==> src/rtl/riscv_lsu.sv <==
// riscv_lsu: RV32 load/store unit in front of a word-organised data memory.
// Optional macro MISALIGN_TRAP_EN: report misaligned accesses instead of aligning them.
module riscv_lsu #(
    parameter int DATA_WIDTH = 32,
    parameter int ADDR_WIDTH = 15
) (
    input  logic                  i_clk,
    input  logic                  i_reset,
    input  logic                  i_req_valid,
    output logic                  o_req_ready,
    input  logic [31:0]           i_inst,
    input  logic [31:0]           i_addr,
    input  logic [DATA_WIDTH-1:0] i_wdata,
    output logic                  o_mem_wen,
    output logic [ADDR_WIDTH-1:0] o_mem_addr,
    output logic [DATA_WIDTH-1:0] o_mem_wdata,
    input  logic [DATA_WIDTH-1:0] i_mem_rdata,
    output logic                  o_rsp_valid,
    output logic [DATA_WIDTH-1:0] o_rsp_data,
    output logic                  o_rsp_err
);
    localparam int AW = ADDR_WIDTH + 2;
    localparam logic [6:0] OP_LOAD  = 7'b0000011;
    localparam logic [6:0] OP_STORE = 7'b0100011;

    typedef enum logic [1:0] {S_IDLE, S_READ, S_WRITE, S_RESP} state_t;
    typedef enum logic [1:0] {SZ_B, SZ_H, SZ_W} size_t;

    state_t                r_state;
    state_t                w_next;
    logic [AW-1:0]         r_addr;
    logic [DATA_WIDTH-1:0] r_wdata;
    logic [DATA_WIDTH-1:0] r_old;
    logic [2:0]            r_funct3;
    size_t                 r_size;
    logic                  r_load;
    logic [DATA_WIDTH-1:0] r_rsp_data;
    logic                  r_rsp_err;

    logic                  w_accept;
    logic                  w_is_load;
    logic                  w_is_store;
    logic                  w_mis;
    size_t                 w_size;
    logic [AW-1:0]         w_addr_al;
    logic [7:0]            w_byte;
    logic [15:0]           w_half;
    logic [DATA_WIDTH-1:0] w_ld_ext;
    logic [DATA_WIDTH-1:0] w_merge;
    logic                  w_unused;

    assign w_unused   = ^{i_inst[31:15], i_inst[11:7], i_addr[31:AW]};
    assign w_is_load  = (i_inst[6:0] == OP_LOAD);
    assign w_is_store = (i_inst[6:0] == OP_STORE);
    assign w_accept   = i_req_valid && o_req_ready;

    always_comb begin
        w_size = SZ_W;
        case (i_inst[13:12])
            2'b00:   w_size = SZ_B;
            2'b01:   w_size = SZ_H;
            default: w_size = SZ_W;
        endcase
    end

`ifdef MISALIGN_TRAP_EN
    assign w_mis = (w_is_load || w_is_store) &&
                   (((w_size == SZ_H) && i_addr[0]) ||
                    ((w_size == SZ_W) && (i_addr[1:0] != 2'b00)));
    assign w_addr_al = i_addr[AW-1:0];
`else
    // Misaligned requests are silently pulled down to natural alignment.
    assign w_mis = 1'b0;
    assign w_addr_al = {i_addr[AW-1:2],
                        (w_size == SZ_W) ? 1'b0 : i_addr[1],
                        (w_size == SZ_B) ? i_addr[0] : 1'b0};
`endif

    assign w_byte = i_mem_rdata[{r_addr[1:0], 3'b000} +: 8];
    assign w_half = i_mem_rdata[{r_addr[1], 4'b0000} +: 16];

    always_comb begin
        w_ld_ext = i_mem_rdata;
        case (r_funct3)
            3'b000:  w_ld_ext = {{24{w_byte[7]}}, w_byte};
            3'b100:  w_ld_ext = {24'd0, w_byte};
            3'b001:  w_ld_ext = {{16{w_half[15]}}, w_half};
            3'b101:  w_ld_ext = {16'd0, w_half};
            default: w_ld_ext = i_mem_rdata;
        endcase
    end

    // Sub-word stores overlay the new lane onto the word captured in READ.
    always_comb begin
        w_merge = r_old;
        case (r_size)
            SZ_B:    w_merge[{r_addr[1:0], 3'b000} +: 8] = r_wdata[7:0];
            SZ_H:    w_merge[{r_addr[1], 4'b0000} +: 16] = r_wdata[15:0];
            default: w_merge = r_wdata;
        endcase
    end

    always_ff @(posedge i_clk) begin
        if (i_reset) r_state <= S_IDLE;
        else         r_state <= w_next;
    end

    always_comb begin
        w_next      = r_state;
        o_req_ready = 1'b0;
        o_mem_wen   = 1'b0;
        o_mem_wdata = '0;
        o_rsp_valid = 1'b0;
        unique case (r_state)
            S_IDLE: begin
                o_req_ready = 1'b1;
                if (i_req_valid) begin
                    if (!(w_is_load || w_is_store) || w_mis)
                        w_next = S_RESP;
                    else if (w_is_store && (w_size == SZ_W))
                        w_next = S_WRITE;
                    else
                        w_next = S_READ;
                end
            end
            S_READ:  w_next = r_load ? S_RESP : S_WRITE;
            S_WRITE: begin
                o_mem_wen   = 1'b1;
                o_mem_wdata = w_merge;
                w_next      = S_RESP;
            end
            S_RESP: begin
                o_rsp_valid = 1'b1;
                w_next      = S_IDLE;
            end
            default: w_next = S_IDLE;
        endcase
    end

    always_ff @(posedge i_clk) begin
        if (i_reset) begin
            r_addr     <= '0;
            r_wdata    <= '0;
            r_old      <= '0;
            r_funct3   <= '0;
            r_size     <= SZ_B;
            r_load     <= 1'b0;
            r_rsp_data <= '0;
            r_rsp_err  <= 1'b0;
        end else begin
            if (w_accept) begin
                r_addr   <= w_addr_al;
                r_wdata  <= i_wdata;
                r_funct3 <= i_inst[14:12];
                r_size   <= w_size;
                r_load   <= w_is_load;
            end
            if (r_state == S_READ) r_old <= i_mem_rdata;
            if ((w_next == S_RESP) && (r_state != S_RESP)) begin
                r_rsp_data <= ((r_state == S_READ) && r_load) ? w_ld_ext : '0;
                r_rsp_err  <= (r_state == S_IDLE) && w_mis;
            end
        end
    end

    assign o_mem_addr = r_addr[AW-1:2];
    assign o_rsp_data = r_rsp_data;
    assign o_rsp_err  = r_rsp_err;

endmodule

==> config.mk <==
export PLATFORM = sky130hd
export DESIGN_NAME = riscv_lsu
export DESIGN_NICKNAME = d
export VERILOG_FILES = /design/src/rtl/riscv_lsu.sv
export SDC_FILE = /design/constraint.sdc
export NUM_CORES = 1
export LEC_CHECK = 0
export CAP_MARGIN = 20
export CORE_ASPECT_RATIO = 0.5
export CORE_MARGIN = 5
export CORE_UTILIZATION = 35
export DETAILED_ROUTE_END_ITERATION = 6
export DONT_BUFFER_PORTS = 1
export PLACE_DENSITY_LB_ADDON = 0.05
export SLEW_MARGIN = 20
export SYNTH_ARGS = -nofsm -noshare
export SYNTH_HDL_FRONTEND = slang
export SYNTH_SLANG_ARGS = --single-unit
==> constraint.sdc <==
create_clock -name i_clk -period 6.8 [get_ports i_clk]
set_input_delay 1.36 -clock i_clk [delete_from_list [all_inputs] [get_ports i_clk]]
set_output_delay 1.36 -clock i_clk [all_outputs]
set_load 0.01 [all_outputs]
======== Word level (Yosys, flattened, before mapping) ========
Cells that the tools add are included.
storage, ports and cells
  register bits ........................... 121
  output and inout bits ................... 83
  word-level logic and storage cells ...... 56
operators by class
  $add $sub $neg .......................... 2
  equality and inequality tests ........... 13
  shifts and indexed selects .............. 6
  muxes and demuxes ....................... 17
  reduce and logical (&&, ||, !) cells .... 10
operators by type and width
  cell                       count
  $pmux W32 S4               1
  $bwmux W32                 2
  $mux W32                   2
  $pmux W32 S2               1
  $shift A16 B7 Y32 const A  1
  $shift A8 B7 Y32 const A   1
  $shiftx A16 B7 Y32         1
  $shiftx A32 B6 Y16         1
  $shiftx A32 B6 Y8          1
  $shiftx A8 B7 Y32          1
  $neg A5 Y7                 2
  $eq A2 B2 Y1 const B       4
  $logic_not A2 Y1           4
  $pmux W2 S4                1
  $eq A7 B2 Y1 const B       1
  $eq A7 B6 Y1 const B       1
  $eq A2 B1 Y1 const B       3
  $eq A3 B3 Y1 const B       2
  $mux W1                    6
  $mux W2                    3
  $logic_and A1 B1 Y1        4
  $pmux W2 S2                1
  $eq A3 B1 Y1 const B       1
  $logic_not A3 Y1           1
  other kinds (2)            2

======== Logic depth before layout (Yosys ltp) ========
Gate-level depths: netlist of the first run.
  depth in word-level cells ............... 10
  gate-level depth with buffers ........... 9
  depth with buffers taken out ............ 6

======== Worst setup path before layout of the first run ========
No wires, ideal clock.
  path kind ............................... register -> output
  start point ............................. register r_addr[1]
  end point ............................... output port o_mem_wdata[16]
  arrival ................................. 2.304 ns
  required time ........................... 5.440 ns
  setup slack ............................. 3.136 ns
  stages on the path, launching flop included .. 10
  buffers on the path ..................... 3
  cells stage by stage .................... dfxtp_1 > buf_2 > buf_2 > inv_1 > ha_1 > clkbuf_1 > nor3b_2 > a22o_1 > a221oi_1 > nor2_1
between the ends
  cells in the longest elaborated chain, start to end .. 5
  elaborated cells on any way between the ends .. 10
  those cells by class .................... add/sub (2); shift (4); mux (4)
ends and longest elaborated chain
  item                                        RTL line  text
  start, declared                             31        logic [AW-1:0] r_addr;
  start signal, assigned                      152       r_addr <= w_addr_al;
  $neg A5 Y7 (on tied branches)               98, 97
  $shiftx A16 B7 Y32 (tied with other cells)  98        SZ_H: w_merge[{r_addr[1], 4'b0000} +: 16] = r_wdata[15:0];
  $bwmux W32 (on tied branches)               98, 97
  $pmux W32 S2 *                              96        case (r_size)
  $mux W32 *                                  114       unique case (r_state)
  end, declared                               16        output logic [DATA_WIDTH-1:0] o_mem_wdata,
Mark *: on every way between the ends. The rest lies on a longest branch, timed or not.

======== Final worst setup path of the first run ========
  start point ............................. register r_addr[1]
  end point ............................... output port o_mem_wdata[24]
Same word-level chain as after synthesis.

==> results.cfg, run 1 <==
[setup_path]
crit_chain = inv_1 > ha_1 > nor4b_2 > a311o_1 > a22oi_1 > nor2b_1
worstSetupPathType = flop to primary output
worst-path-buf-inv = 1
slowest_delay_ps = 800
worstSetupStartpointType = flop
cp_max_fo = 11
required_ps = 5440
slowest_stage = nor4b_2
r2r_slack_ps = 4260
endpoint_kind = primary output
crit_family = simple AND/OR/NAND/NOR gates
arrival_ps = 3390

[floorplanning]
ios = 214
coreArea_sq_um = 18200
die_w_um = 201
die_h_um = 106
start_util_pct = 35.2
std_cell_rows = 35
die-area_sq_um = 21300

[drt]
via_count = 5277
routedWlPerCell_um = 23.0
wirelength_um = 21900
ant_nets = 0
drtIter0Drc = 467
drc = 0
vias_per_cell = 5.54
first_pass_iters = 5

[sta]
worst_slew_pin_slew_ps = 1080
finalSetupTns_ps = 0
max_freq_mhz = 210
rsz0062_at_grt = false
finalHoldViolCount = 0
finalClockSkew_ps = 11.5
setup_slack_ps = 2050
max-slew-margin-rel_pct = 27.9
fin_crit_sh_pct = 69.9
setup_viol = 0
slew_viol_final = 0
fin_crit_ps = 4750

[synthesis]
netlist_instances = 750
yosys_warnings = 0
synthFlopType = dfxtp_1
netlist_area_sq_um = 6410
async_reset_ff_share_pct = 0
ys_seq_area_share_pct = 37.8
synth-edff-count = 0
synth_top_area_share_pct = 37.8
synth_area_per_cell_sq_um = 8.55
ys_ff_latch = 121
yosys-top-cells-area = dfxtp_1 38%, mux2i_1 13%, nand2_1 6.8%
yosysTopAreaCell = dfxtp_1
synth.net_count = 890
synth_cell_types = 56

[cells_and_area]
final_area_sq_um = 6920
drive_gt1_share_pct = 7.29
diodes = 0
fin_cells = 953
fill_cells = 1901
nets = 840
synthToLayoutAreaGrowth_pct = 7.82

[place]
gp_congestion = 0.846
place_ws_ps = 2490
dp_hpwl_um = 15400
dp_cells = 920
port_buffers = 0
placed_cell_area_sq_um = 6360

[power]
power_leakage_uw = 0.00242
p_per_area_nw_per_um2 = 378
vdd_drop_max_mv = 0.338

[global_route]
grt_busiest_layer = met1
met3_usage_pct = 7.25
antenna_found_initial = 0
grt-ovfl-total = 0
grt_use_met2_pct = 27.1
grt_pass1_wl_um = 32500
met1_usage_pct = 30.1
grtUsageTotal_pct = 20.1
grt_max_degree = 124
grt_pass1_vias = 4955

[clock_network]
cts_hold_buf = 0
cts_tree = built
post_cts_buffers = 0
cts-buffers-inserted = 17
clkSinkCount = 121
path_clk_slew_ps = 50
clock_latency_ps = 420
clk_path_buf_depth = 2
h-tree-depth = 4
clock-root-buffer = clkbuf_16
cts-resized-gates = 0

[run_status]
outcome = completed

[flow_run]
cap_violations = 0

[worst_hold_path]
worstHoldPathType = flop to flop
## layer usage
metal	share of wire, %	wire length, um
met1	51	11300
met2	40	8670
met3	8.2	1810
met4	0.72	158
met5	0	0
## sequential cells by signal, indices dropped and copies added (netlist names)
name and count:
r_size 2, r_funct3 3, r_load 1, r_addr 17
r_state 2, o_rsp_data 32, r_wdata 32, r_old 32
## synth_stat cells, drive strengths merged, types with 2 or more instances
cell	instances
nor3b	4
a21oi	64
clkbuf	38
and3	2
ha	9
mux2i	82
nand3b	3
nor2b	28
a311o	8
nor3	3
a222oi	8
a32o	8
o21ai	22
a221oi	14
inv	14
a2bb2oi	7
nand2b	41
a31oi	8
o221ai	15
nor2	49
and2	3
buf	35
nand2	116
a22oi	25
dfxtp	121
## logic make-up after synthesis
group	Yosys count	share of synthesized area (%)
compound gates	190	21.0
flops	121	37.8
buf+inv	88	6.87
fa+ha+maj	9	1.76
mux	83	13.0
simple gates	258	19.6
other cells	1	0.0585
## stage by stage
stage | power [uW] | utilization, % | hold slack, ps
final | 2620 | 38.0 | 452
after CTS | 2640 | 37.9 | 445
after floorplan | 1650 | - | 433
after global placement | 1780 | 34.9 | 436
after global routing | 2770 | 38.0 | 459
after detailed placement | 1790 | 34.9 | 438
## where the power goes
group	internal, uW	switching, uW
Sequential	822	156
Combinational	325	470
Clock	497	345
Total	1640	971
## final timing paths
kind	startpoint	to	depth (start not counted)
worst min register to register	r_wdata[17]	r_wdata[17]	2
worst min-delay path	r_wdata[17]	r_wdata[17]	2
worst max-delay path	r_addr[1]	o_mem_wdata[24]	6
worst max register to register	r_addr[1]	o_rsp_data[24]	5
## layout by cell type (no fill, tap or decap), types with 2 or more instances in the layout
cell	n
a222oi_1	8
nor3_1	2
o221ai_1	15
nor2b_1	28
nand2b_1	41
a32o_1	8
a22oi_1	25
dfxtp_1	121
o21ai_0	22
nand3b_1	2
clkinvlp_4	5
clkinv_2	6
a221oi_1	14
clkbuf_16	17
a21oi_1	64
ha_2	2
nor3b_1	2
and2_0	2
buf_4	4
nor2_1	48
clkbuf_1	2
a311o_1	8
ha_1	7
a2bb2oi_1	7
inv_1	14
mux2i_1	81
and3_1	2
nor3b_2	2
nand2_1	115
a31oi_1	8
## final cells by class
class	count	area, sq um	area share [%]
well taps	240	300	4.34
inverters	15	56.3	0.814
clock buffers	19	433	6.26
clock inverters	13	106	1.54
multi-input cells	541	3570	51.6
repair buffers	4	30.0	0.434
flip-flops and latches	121	2420	35.0
## tightest hold or removal path, stage by stage, from the launching register on
cell     delay [ps]
dfxtp_1         300
nand2_1          50
a21oi_1          50
Note: power is estimated with default switching activity, not from simulation.
==> run 2: changes to the inputs <==
Clock period 6.8 ns to 4.95 ns, I/O delays scaled along.
==> results.cfg, run 2 (same netlist as run 1, synthesis figures left out) <==
[sta]
slew_viol_final = 0
rsz0062_at_grt = false
max-slew-margin-rel_pct = 28.6
setup_slack_ps = 705
fin_crit_sh_pct = 85.8
finalSetupTns_ps = 0
fin_crit_ps = 4240
worst_slew_pin_slew_ps = 1070
finalClockSkew_ps = 8.08
finalHoldViolCount = 0
max_freq_mhz = 236
setup_viol = 0

[setup_path]
arrival_ps = 3250
reg2reg_to = o_rsp_data[14]
worstSetupPathType = flop to primary output
worstSetupStartpointType = flop
endpoint_kind = primary output
r2r_cells = 7
required_ps = 3960
cp_max_fo = 19
r2r_slack_ps = 2340
worstReg2RegStart = r_state[0]

[drt]
ant_nets = 0
drc = 0
wirelength_um = 21900
via_count = 5315
first_pass_iters = 6
drtIter0Drc = 535
routedWlPerCell_um = 22.9
vias_per_cell = 5.57

[global_route]
grt-ovfl-total = 0
grt_pass1_vias = 4977
grt_max_degree = 124
antenna_found_initial = 0
grtUsageTotal_pct = 19.8
grt_pass1_wl_um = 32200

[floorplanning]
die_w_um = 201
die-area_sq_um = 21300
start_util_pct = 35.2
coreArea_sq_um = 18200
std_cell_rows = 35
ios = 214
die_h_um = 106

[power]
combPwrFrac_pct = 30.4
p_int_uw = 2330
vdd_drop_max_mv = 0.474
p_per_area_nw_per_um2 = 524
p_sw_share_pct = 36.0
clockPowerShare_pct = 32.9
switching_power_uw = 1310
power_leakage_uw = 0.00246
seq_power_share_pct = 36.7

[cells_and_area]
final_cell_mix = 121 x dfxtp_1, 115 x nand2_1, 81 x mux2i_1
diodes = 0
final_common_cell = dfxtp_1
nets = 843
synthToLayoutAreaGrowth_pct = 8.46
drive_gt1_share_pct = 7.28
fin_util_pct = 38.2

[run_status]
outcome = completed

[worst_hold_path]
hold_end = r_wdata[17]
whs_path_depth = 2
worstHoldPathType = flop to flop
hold_start = r_wdata[17]

[place]
gp_congestion = 0.838
port_buffers = 0
dp_hpwl_um = 15500
place_ws_ps = 1190

[clock_network]
path_clk_slew_ps = 60
cts-buffers-inserted = 17
post_cts_buffers = 0
h-tree-depth = 4
clock_latency_ps = 420
cts-resized-gates = 0
clock-root-buffer = clkbuf_16
cts_hold_buf = 0
clk_path_buf_depth = 2
clkSinkCount = 121
cts_tree = built

[flow_run]
cap_violations = 0
==> run 2: power by group through the flow <==
stage	clock, uW	combinational [uW]	sequential, uW
floorplan	0	1040	1230
global placement	0	1100	1350
detailed placement	0	1110	1350
CTS	1230	1110	1330
global route	1280	1210	1350
finish	1200	1110	1340
==> run 2: per-layer routing <==
| metal | GRT usage, % | vias up | wire, um |
|---|---|---|---|
| li1 | - | 2568 | - |
| met1 | 29.2 | 2545 | 11300 |
| met2 | 26.4 | 182 | 8450 |
| met3 | 8.05 | 20 | 1850 |
| met4 | 4.87 | 0 | 317 |
| met5 | 0 | - | 0 |
==> run 2: how the worst max path moves through the flow <==
| stage | start | endpoint | slack (ps) | depth (start not counted) |
|---|---|---|---|---|
| final | r_addr[1] | o_mem_wdata[24] | 710 | 7 |
| after global routing | r_addr[1] | o_mem_wdata[26] | 550 | 7 |
| after CTS | r_addr[1] | o_mem_wdata[24] | 730 | 7 |
| after detailed placement | r_addr[1] | o_mem_wdata[24] | 1190 | 7 |
| after global placement | r_addr[1] | o_mem_wdata[24] | 1210 | 7 |
| after floorplan | r_addr[1] | o_mem_wdata[16] | 1660 | 9 |
==> run 2: cell type report <==
| type | count | area, sq um |
|---|---|---|
| Inverter | 15 | 56.3 |
| Timing Repair Buffer | 7 | 52.6 |
| Tap cell | 240 | 300 |
| Sequential cell | 121 | 2420 |
| Multi-Input combinational cell | 541 | 3570 |
| Clock inverter | 9 | 100 |
| Clock buffer | 21 | 460 |
| Fill cell | 1902 | 11300 |
==> run 2: worst max-delay path, cell delays in order (launching register included) <==
cell and delay, ps:
dfxtp_1 330, buf_4 300, inv_1 250, ha_1 390
nor4b_2 800, a311o_1 300, a22oi_1 70, nor2b_1 390
==> run 2: metrics by stage <==
stage / cell area (sq um) / power (uW) / hold slack [ps] / instances
2_1_floorplan: 6410 / 2270 / 433 / 750
3_3_place_gp: 6380 / 2450 / 436 / 923
3_5_place_dp: 6380 / 2460 / 438 / 923
4_1_cts: 6940 / 3680 / 445 / 953
5_1_grt: 6960 / 3850 / 464 / 954
6_report: 6960 / 3650 / 450 / 954
==> run 3: changes to the inputs <==
Settings changed: CORE_MARGIN 5 to 2.
==> results.cfg, run 3 (same netlist as run 1, synthesis figures left out) <==
[setup_path]
endpoint_kind = primary output
setup.worst_path.start = r_addr[0]
r2r_cells = 8
required_ps = 3960
reg2reg_to = o_rsp_data[7]
worstSetupStartpointType = flop
crit_end = o_mem_wdata[25]
arrival_ps = 3340
worstReg2RegStart = r_state[0]
cp_max_fo = 21
r2r_slack_ps = 2170
worstSetupPathType = flop to primary output

[power]
power_leakage_uw = 0.00248
p_per_area_nw_per_um2 = 544
vdd_drop_max_mv = 0.295

[floorplanning]
start_util_pct = 36.3
die_h_um = 99.7
std_cell_rows = 34
die-area_sq_um = 19500
coreArea_sq_um = 17700
die_w_um = 195
ios = 214

[cells_and_area]
fin_cells = 945
final_common_cell = dfxtp_1
synthToLayoutAreaGrowth_pct = 9.42
nets = 840
fill_cells = 1789
final_cell_mix = 121 x dfxtp_1, 115 x nand2_1, 81 x mux2i_1
multiInputGateArea_sq_um = 3570
regArea_sq_um = 2420
diodes = 0
drive_gt1_share_pct = 7.17

[place]
gp_congestion = 0.831
dp_cells = 915
dp_hpwl_um = 15100
port_buffers = 0

[sta]
worst_slew_pin_slew_ps = 1060
slew_viol_final = 0
finalClockSkew_ps = 6.96
setup_viol = 0
max_freq_mhz = 231
rsz0062_at_grt = false
finalSetupTns_ps = 0
max-slew-margin-rel_pct = 28.8
finalHoldViolCount = 0
fin_crit_sh_pct = 87.4
fin_crit_ps = 4330

[drt]
vias_per_cell = 5.66
first_pass_iters = 5
wirelength_um = 21600
drc = 0
via_count = 5352
ant_nets = 0
routedWlPerCell_um = 22.8
drtIter0Drc = 465

[clock_network]
clk_path_buf_depth = 2
clkSinkCount = 121
post_cts_buffers = 0
cts-buffers-inserted = 17
cts_tree = built
cts_hold_buf = 0
path_clk_slew_ps = 50
cts-resized-gates = 0
clock_latency_ps = 420
clock-root-buffer = clkbuf_16
h-tree-depth = 4

[global_route]
grt-ovfl-total = 0
grtUsageTotal_pct = 22.2
antenna_found_initial = 0
grt_pass1_vias = 4963
grt_max_degree = 124
grt_pass1_wl_um = 32000

[run_status]
outcome = completed

[flow_run]
cap_violations = 0

[worst_hold_path]
worstHoldPathType = flop to flop
[run 3: changes by cell type in the layout (fill, tap and decap cells not counted), sizes merged]
cell      previous run  this run
bufinv               2         4
clkinvlp             2         1
buf                  7         4
clkinv               6         3
clkbuf              21        23
[run 3: area by class of cell]
class / instances / area share (%)
repair buffers: 4 / 0.428
well taps: 234 / 4.17
clock inverters: 7 / 1.96
inverters: 15 / 0.802
clock buffers: 23 / 7.24
flip-flops and latches: 121 / 34.5
multi-input cells: 541 / 50.9
[run 3: worst min-delay path by stage]
stage,startpoint,to,cells past startpoint
detailed placement,r_wdata[16],r_wdata[16],2
global route,r_wdata[20],r_wdata[20],2
floorplan,r_wdata[16],r_wdata[16],2
CTS,r_wdata[16],r_wdata[16],2
finish,r_wdata[16],r_wdata[16],2
global placement,r_wdata[17],r_wdata[17],2
[run 3: per-stage QoR]
step | utilization (%) | power [uW] | worst slack, ps | area (sq um) | hold slack (ps)
CTS | 39.7 | 3840 | 599 | 7010 | 447
detailed placement | 36.0 | 2460 | 1060 | 6360 | 440
floorplan | - | 2270 | 1660 | 6410 | 433
global route | 39.8 | 4020 | 343 | 7020 | 473
global placement | 36.0 | 2450 | 1060 | 6360 | 437
finish | 39.8 | 3820 | 623 | 7020 | 454
[run 3: worst max-delay path, cell delays in order, from the launching register on]
cell,delay (ps)
dfxtp_1,850
inv_1,200
ha_1,390
nor4b_2,780
a311o_1,280
a22oi_1,60
nor2b_1,360
[run 3: layer usage]
metal	vias up	share of wire (%)	global-route usage, %
met5	-	0	0
met4	0	0.91	5.87
met3	19	8.7	7.53
met2	173	39	30.1
met1	2594	51	32.9
li1	2566	-	-
[run 3: power breakdown]
group,switching [uW],internal [uW]
Combinational,659,451
Sequential,215,1130
Clock,451,916
Total,1320,2500
